--- src/rtl/chr_scan_if.sv ---
// Scanner-side bundle: VRAM read port plus the pixel-aligned character stream
// handed to the font/pixel stage.
interface chr_scan_if #(
  parameter int unsigned DAT_W = 8,
  parameter int unsigned ADR_W = 10
);
  logic [ADR_W-1:0] ras;
  logic [DAT_W-1:0] rds;
  logic [DAT_W-1:0] chr;
  logic [2:0]       chr_x;
  logic [2:0]       chr_y;
  logic             de;
  logic             xhs;
  logic             xvs;
  logic             frm;

  modport master (
    output ras, chr, chr_x, chr_y, de, xhs, xvs, frm,
    input  rds
  );

  modport slave (
    input  ras, chr, chr_x, chr_y, de, xhs, xvs, frm,
    output rds
  );
endinterface

--- src/rtl/chr_scan.sv ---
// Raster scanner for the character generator: H/V timing, incremental VRAM
// addressing and a 4-stage sideband delay line aligned with the RAM read.
module chr_scan #(
  parameter int unsigned C_DAT_W   = 8,
  parameter int unsigned C_ADR_W   = 10,
  parameter int unsigned C_COLS    = 32,
  parameter int unsigned C_ROWS    = 30,
  parameter int unsigned C_H_TOTAL = 341,
  parameter int unsigned C_V_TOTAL = 262,
  parameter int unsigned C_HS_BGN  = 280,
  parameter int unsigned C_HS_W    = 25,
  parameter int unsigned C_VS_BGN  = 245,
  parameter int unsigned C_VS_W    = 3
) (
  input  logic       CK_i,
  input  logic       AR_i,
  chr_scan_if.master bus
);

  localparam int unsigned H_W = $clog2(C_H_TOTAL);
  localparam int unsigned V_W = $clog2(C_V_TOTAL);
  localparam logic [H_W-1:0] H_LAST = H_W'(C_H_TOTAL - 1);
  localparam logic [V_W-1:0] V_LAST = V_W'(C_V_TOTAL - 1);

  typedef struct packed {
    logic       act;
    logic       hs;
    logic       vs;
    logic       frm;
    logic [2:0] x;
    logic [2:0] y;
  } side_t;

  logic [H_W-1:0]     h;
  logic [V_W-1:0]     v;
  logic [C_ADR_W-1:0] row_base;
  logic [C_ADR_W-1:0] ras;
  logic [C_DAT_W-1:0] chr;
  logic               line_end;
  logic               frame_end;
  side_t              dec;
  side_t              pipe [4];

  assign line_end  = (h == H_LAST);
  assign frame_end = line_end && (v == V_LAST);

  always_comb begin
    dec     = '0;
    dec.act = (32'(h) < C_COLS * 8) && (32'(v) < C_ROWS * 8);
    dec.hs  = (32'(h) >= C_HS_BGN) && (32'(h) < C_HS_BGN + C_HS_W);
    dec.vs  = (32'(v) >= C_VS_BGN) && (32'(v) < C_VS_BGN + C_VS_W);
    dec.frm = (h == '0) && (v == '0);
    dec.x   = h[2:0];
    dec.y   = v[2:0];
  end

  // Row base tracks (v>>3)*C_COLS; it stops advancing after the last text row
  // so it never leaves the text area during vertical blanking.
  always_ff @(posedge CK_i or posedge AR_i) begin
    if (AR_i) begin
      h        <= '0;
      v        <= '0;
      row_base <= '0;
    end else if (frame_end) begin
      h        <= '0;
      v        <= '0;
      row_base <= '0;
    end else if (line_end) begin
      h <= '0;
      v <= v + V_W'(1);
      if ((v[2:0] == 3'd7) && (32'(v) < C_ROWS * 8 - 1))
        row_base <= row_base + C_ADR_W'(C_COLS);
    end else begin
      h <= h + H_W'(1);
    end
  end

  always_ff @(posedge CK_i or posedge AR_i) begin
    if (AR_i)
      ras <= '0;
    else if (dec.act)
      ras <= row_base + C_ADR_W'(h[H_W-1:3]);
  end

  always_ff @(posedge CK_i or posedge AR_i) begin
    if (AR_i) begin
      for (int unsigned i = 0; i < 4; i++)
        pipe[i] <= '0;
    end else begin
      pipe[0] <= dec;
      for (int unsigned i = 1; i < 4; i++)
        pipe[i] <= pipe[i-1];
    end
  end

  // Stage 2 of the delay line lines up with the RAM data for the same pixel.
  always_ff @(posedge CK_i or posedge AR_i) begin
    if (AR_i)
      chr <= '0;
    else
      chr <= pipe[2].act ? bus.rds : '0;
  end

  assign bus.ras   = ras;
  assign bus.chr   = chr;
  assign bus.chr_x = pipe[3].x;
  assign bus.chr_y = pipe[3].y;
  assign bus.de    = pipe[3].act;
  assign bus.xhs   = ~pipe[3].hs;
  assign bus.xvs   = ~pipe[3].vs;
  assign bus.frm   = pipe[3].frm;

endmodule

--- src/flat_wrapper.sv ---
// flat-port wrapper written by rule: the top's interface ports become plain ports
module chr_scan_flat 
#(
  parameter int unsigned C_DAT_W   = 8,
  parameter int unsigned C_ADR_W   = 10,
  parameter int unsigned C_COLS    = 32,
  parameter int unsigned C_ROWS    = 30,
  parameter int unsigned C_H_TOTAL = 341,
  parameter int unsigned C_V_TOTAL = 262,
  parameter int unsigned C_HS_BGN  = 280,
  parameter int unsigned C_HS_W    = 25,
  parameter int unsigned C_VS_BGN  = 245,
  parameter int unsigned C_VS_W    = 3
)
  (CK_i, AR_i, bus_ras, bus_chr, bus_chr_x, bus_chr_y, bus_de, bus_xhs, bus_xvs, bus_frm, bus_rds);
  chr_scan_if #(.DAT_W((8)), .ADR_W((10))) bus_i ();
  input  logic CK_i;
  input  logic AR_i;
  output wire logic [$bits(bus_i.ras)-1:0] bus_ras;
  output wire logic [$bits(bus_i.chr)-1:0] bus_chr;
  output wire logic [$bits(bus_i.chr_x)-1:0] bus_chr_x;
  output wire logic [$bits(bus_i.chr_y)-1:0] bus_chr_y;
  output wire logic [$bits(bus_i.de)-1:0] bus_de;
  output wire logic [$bits(bus_i.xhs)-1:0] bus_xhs;
  output wire logic [$bits(bus_i.xvs)-1:0] bus_xvs;
  output wire logic [$bits(bus_i.frm)-1:0] bus_frm;
  input wire logic [$bits(bus_i.rds)-1:0] bus_rds;
  assign bus_ras = bus_i.ras;
  assign bus_chr = bus_i.chr;
  assign bus_chr_x = bus_i.chr_x;
  assign bus_chr_y = bus_i.chr_y;
  assign bus_de = bus_i.de;
  assign bus_xhs = bus_i.xhs;
  assign bus_xvs = bus_i.xvs;
  assign bus_frm = bus_i.frm;
  assign bus_i.rds = bus_rds;
  chr_scan #(.C_DAT_W(C_DAT_W), .C_ADR_W(C_ADR_W), .C_COLS(C_COLS), .C_ROWS(C_ROWS), .C_H_TOTAL(C_H_TOTAL), .C_V_TOTAL(C_V_TOTAL), .C_HS_BGN(C_HS_BGN), .C_HS_W(C_HS_W), .C_VS_BGN(C_VS_BGN), .C_VS_W(C_VS_W)) u_core (.CK_i(CK_i), .AR_i(AR_i), .bus(bus_i));
endmodule
--- config.mk ---
export PLATFORM = sky130hd
export DESIGN_NAME = chr_scan_flat
export DESIGN_NICKNAME = d
export VERILOG_FILES = /design/src/rtl/chr_scan_if.sv /design/src/rtl/chr_scan.sv /design/src/flat_wrapper.sv
export SDC_FILE = /design/constraint.sdc
export NUM_CORES = 1
export LEC_CHECK = 0
export ABC_AREA = 1
export BUFFER_PORTS_ARGS = -buffer_cell sky130_fd_sc_hd__buf_2
export CORE_ASPECT_RATIO = 0.8
export CORE_UTILIZATION = 35
export CTS_CLUSTER_DIAMETER = 100
export DETAILED_ROUTE_END_ITERATION = 8
export PLACE_DENSITY = 0.6
export SETUP_SLACK_MARGIN = 0.15
export SLEW_MARGIN = 15
export SYNTH_ARGS = -nofsm -noshare
export SYNTH_HDL_FRONTEND = slang
export SYNTH_SLANG_ARGS = --single-unit
--- constraint.sdc ---
create_clock -name CK_i -period 3.78 [get_ports CK_i]
set_clock_uncertainty 0.05 [all_clocks]
set_input_delay 0.756 -clock CK_i [delete_from_list [all_inputs] [get_ports CK_i]]
set_output_delay 0.756 -clock CK_i [all_outputs]
set_load 0.01 [all_outputs]
==> run_summary.xml <==
<?xml version="1.0" encoding="UTF-8"?>
<metrics>
  <group name="power">
    <metric name="totalPowerFinal" unit="mW">1.732</metric>
    <metric name="cellInternalPower" unit="mW">1.352</metric>
    <metric name="leakage" unit="nW">1.988</metric>
    <metric name="power-per-cell-area" unit="nW/um2">447.1</metric>
    <metric name="power.share.switching" unit="">0.2195</metric>
    <metric name="p_clk_frac" unit="">0.474</metric>
    <metric name="vdd_drop_max" unit="uV">195.5</metric>
    <metric name="power_frac_seq" unit="">0.505</metric>
    <metric name="power.switching" unit="mW">0.3800</metric>
    <metric name="power.combinational.fraction" unit="">0.022</metric>
  </group>
  <group name="setup_path">
    <metric name="timing.critical_path.from" unit="">u_core.h[0]</metric>
    <metric name="criticalPathCategory" unit="">register to register</metric>
    <metric name="critPathLaunchType" unit="">register</metric>
    <metric name="worst_path_largest_cell_delay" unit="ns">0.42</metric>
    <metric name="regToRegSetupSlack" unit="ns">1.85</metric>
    <metric name="rr_worst_depth" unit="">11</metric>
    <metric name="path_cells" unit="">inv_1 -&gt; ha_1 -&gt; nand2_1 -&gt; inv_1 -&gt; nand2_1 -&gt; nor2_4 -&gt; nand3_1 -&gt; nand2_1 -&gt; nand2_1 -&gt; nand2_1 -&gt; nand2_1</metric>
    <metric name="end_kind" unit="">register</metric>
    <metric name="critical_path_required" unit="ns">3.95</metric>
    <metric name="timing.critical_path.mode_cell" unit="">sky130_fd_sc_hd__nand2_1</metric>
    <metric name="crit_path_max_fanout" unit="">22</metric>
    <metric name="r2r-start" unit="">u_core.h[0]</metric>
    <metric name="crit-reg2reg-capture" unit="">u_core.row_base[8]</metric>
    <metric name="worst-endpoint-arrival" unit="ns">2.10</metric>
    <metric name="critical_path_cell_with_the_highest_stage_delay" unit="">sky130_fd_sc_hd__dfrtp_1</metric>
  </group>
  <group name="route">
    <metric name="dr.first_iter.drc_count" unit="">152</metric>
    <metric name="drtPass1Iterations" unit="">7</metric>
    <metric name="detail_route.wl_per_cell" unit="um">11.88</metric>
    <metric name="postRouteWirelength" unit="um">5787</metric>
    <metric name="vias_per_cell" unit="">4.542</metric>
    <metric name="remaining_drc_errors" unit="">12</metric>
    <metric name="routed-via-count" unit="">2212</metric>
    <metric name="final_antenna_net_count" unit="">0</metric>
  </group>
  <group name="synthesis">
    <metric name="synth.avg_cell_area" unit="um2">10.14</metric>
    <metric name="net_count_after_synthesis" unit="">348</metric>
    <metric name="synth_top_cell_by_area" unit="">sky130_fd_sc_hd__dfrtp_1</metric>
    <metric name="synth.yosys.warnings" unit="">0</metric>
    <metric name="yosys-top-cells-area" unit="">sky130_fd_sc_hd__dfrtp_1 61%, sky130_fd_sc_hd__nand2_1 7.9%, sky130_fd_sc_hd__inv_1 4.8%</metric>
    <metric name="postSynth.asyncResetShare" unit="">1.000</metric>
    <metric name="synthDistinctLibCells" unit="">31</metric>
    <metric name="synth_top_cells_by_count" unit="">81 x sky130_fd_sc_hd__dfrtp_1, 70 x sky130_fd_sc_hd__nand2_1, 43 x sky130_fd_sc_hd__inv_1</metric>
    <metric name="synth_sequential_area_ratio" unit="">0.6077</metric>
    <metric name="postSynth.topFlopCell" unit="">sky130_fd_sc_hd__dfrtp_1</metric>
    <metric name="synth_most_common_cell" unit="">sky130_fd_sc_hd__dfrtp_1</metric>
    <metric name="yosys_register_bits" unit="">81</metric>
    <metric name="postSynthCellCount" unit="">329</metric>
    <metric name="synth_top_area_frac" unit="">0.6077</metric>
    <metric name="number_of_synthesized_flops_with_an_enable_pin" unit="">0</metric>
    <metric name="netlist_area" unit="um2">3336</metric>
  </group>
  <group name="placement">
    <metric name="buffer_ports.inserted" unit="">37</metric>
    <metric name="dp_hpwl" unit="um">4072</metric>
    <metric name="place_congestion" unit="">0.8476</metric>
    <metric name="postPlaceCellArea" unit="um2">3585</metric>
  </group>
  <group name="floorplan">
    <metric name="die-height" unit="um">89.32</metric>
    <metric name="number_of_rows_created_at_floorplan" unit="">31</metric>
    <metric name="placeableCoreArea" unit="um2">9154</metric>
    <metric name="die_x" unit="um">111.1</metric>
    <metric name="dieArea" unit="um2">9927</metric>
    <metric name="initial_core_util" unit="">0.3644</metric>
    <metric name="number_of_ports_placed_on_the_die_boundary" unit="">38</metric>
  </group>
  <group name="run">
    <metric name="total_of_max_cap_violations" unit="">0</metric>
  </group>
  <group name="global_routing">
    <metric name="grt_max_degree" unit="">31</metric>
    <metric name="globalRouteTotalUtil" unit="">0.1284</metric>
    <metric name="first_global_vias" unit="">2022</metric>
    <metric name="overflow" unit="">0</metric>
    <metric name="first_pass_grt_wire_length" unit="um">9887</metric>
    <metric name="initial_antenna_violation_count" unit="">0</metric>
  </group>
  <group name="finish">
    <metric name="finish.instance_area" unit="um2">3872</metric>
    <metric name="fin_nets" unit="">386</metric>
    <metric name="synthToLayoutAreaGrowth" unit="%">16.09</metric>
    <metric name="post_route_utilization" unit="">0.4230</metric>
    <metric name="antenna_cells" unit="">0</metric>
    <metric name="fraction_of_final_layout_cells_sized_beyond_drive_strength_1" unit="">0.2097</metric>
    <metric name="num-fill-cells" unit="">893</metric>
  </group>
  <group name="clocking">
    <metric name="cts-buffers-inserted" unit="">9</metric>
    <metric name="post-cts-setup-buffers" unit="">0</metric>
    <metric name="cts.htree.levels" unit="">3</metric>
    <metric name="clock_path_buffers" unit="">2</metric>
    <metric name="cts_root_buf" unit="">sky130_fd_sc_hd__clkbuf_16</metric>
    <metric name="cts_repair_resize_count" unit="">0</metric>
    <metric name="numClockSinks" unit="">81</metric>
    <metric name="cts_hold_buf" unit="">0</metric>
    <metric name="skew_pair_late_insertion_delay" unit="ns">0.33</metric>
    <metric name="worst_setup_hold_path_clk_slew" unit="ns">0.06</metric>
    <metric name="tritoncts" unit="">built</metric>
  </group>
  <group name="worst_hold_path">
    <metric name="min_path_cells" unit="">0</metric>
    <metric name="hp-start" unit="">u_core.pipe[34]</metric>
    <metric name="worst_hold_path_type" unit="">register to register</metric>
    <metric name="whs_endpoint" unit="">u_core.pipe[24]</metric>
  </group>
  <group name="sta">
    <metric name="setup_violations" unit="">0</metric>
    <metric name="totalNegativeSetupSlack" unit="ns">0</metric>
    <metric name="rsz_0062_raised_after_global_routing" unit="">no</metric>
    <metric name="post-route-min-period" unit="ns">1.929</metric>
    <metric name="hold_violation_count_in_the_final_report" unit="">0</metric>
    <metric name="layout_worst_path_cycle_share" unit="">0.5103</metric>
    <metric name="fmax" unit="MHz">518.4</metric>
    <metric name="report.final.slew_viol_count" unit="">0</metric>
  </group>
  <group name="outcome">
    <metric name="status" unit="">complete, but fails checks</metric>
    <metric name="failed_checks" unit="">DRC</metric>
  </group>
</metrics>
registers in the layout, summed over array words and instances, names as in the netlist, 3 cells and up:
register	flops
u_core.bus.chr	8
u_core.bus.chr_y	3
u_core.h	9
u_core.bus.ras	10
u_core.pipe	32
u_core.bus.chr_x	3
u_core.row_base	5
u_core.v	9
power groups by stage:
| stage | registers [mW] | logic [mW] | clock network [mW] |
|---|---|---|---|
| floorplan | 0.893 | 0.0183 | 0 |
| global placement | 0.890 | 0.0386 | 0 |
| detailed placement | 0.890 | 0.0397 | 0 |
| CTS | 0.873 | 0.0396 | 0.841 |
| global route | 0.874 | 0.0442 | 0.875 |
| finish | 0.874 | 0.0376 | 0.820 |
worst max path at each step:
stage | to | slack [ns] | cells after the start
after floorplan | u_core.bus.chr[0] | 0.89 | 1
after global placement | u_core.row_base[9] | 1.90 | 11
after detailed placement | u_core.row_base[9] | 1.86 | 11
after CTS | u_core.row_base[9] | 1.84 | 11
after global routing | u_core.row_base[6] | 1.61 | 11
final | u_core.row_base[8] | 1.85 | 11
cell families after synthesis:
| group | synth area share |
|---|---|
| other | 0.001124 |
| AND/OR/NAND/NOR | 0.1992 |
| adder cells (fa/ha/maj) | 0.03376 |
| buffers and inverters | 0.08214 |
| flip-flops | 0.6077 |
| XOR/XNOR | 0.02888 |
| AO/OA/AOI/OAI | 0.04726 |
per-stage QoR:
step	setup slack, ns	hold slack (ns)	std cells
detailed placement	1.858	0.2847	471
global route	1.607	0.2981	487
floorplan	0.8939	0.2812	329
finish	1.851	0.2914	487
global placement	1.899	0.2817	471
CTS	1.844	0.2943	487
layout by cell type, fill, tap and decap left out, types with 3 or more instances in the layout:
cell                         instances
sky130_fd_sc_hd__a21oi_1             5
sky130_fd_sc_hd__buf_2              37
sky130_fd_sc_hd__clkbuf_16           9
sky130_fd_sc_hd__clkinvlp_4          3
sky130_fd_sc_hd__dfrtp_1            81
sky130_fd_sc_hd__ha_1                9
sky130_fd_sc_hd__inv_1              42
sky130_fd_sc_hd__inv_6               3
sky130_fd_sc_hd__nand2_1            70
sky130_fd_sc_hd__nand2_2             5
sky130_fd_sc_hd__nand3_1            20
sky130_fd_sc_hd__nand4_1            11
sky130_fd_sc_hd__nor2_1             22
sky130_fd_sc_hd__nor2_4              4
sky130_fd_sc_hd__nor3_1              9
sky130_fd_sc_hd__o21ai_0             5
sky130_fd_sc_hd__o21ai_1             4
sky130_fd_sc_hd__o21ai_2             6
sky130_fd_sc_hd__xnor2_1             3
sky130_fd_sc_hd__xor2_1              8
layout make-up:
cell class | instances | area (um2) | share of cell area
clock inverter | 6 | 48.80 | 0.01260
inverter | 46 | 178.9 | 0.04620
clock buffer | 10 | 239.0 | 0.06171
sequential | 81 | 2027 | 0.5234
timing repair buffer | 39 | 200.2 | 0.05170
tap | 115 | 143.9 | 0.03716
multi-input combinational | 190 | 1035 | 0.2672
metal layers:
layer  part of all wire  global-route usage  wire length [um]
met1               0.49              0.1666              2827
met2               0.44              0.1978              2531
met3              0.060             0.04407               347
met4              0.014             0.05651                80
met5                  0                   0                 0
critical path, delay by kind of cell, from the launching register on:
kind,cells,cell delay (ns)
flip-flops,1,0.42
AND/OR/NAND/NOR,8,1.02
adder cells (fa/ha/maj),1,0.18
buffers and inverters,2,0.15
Note: power is estimated with default switching activity, not from simulation.
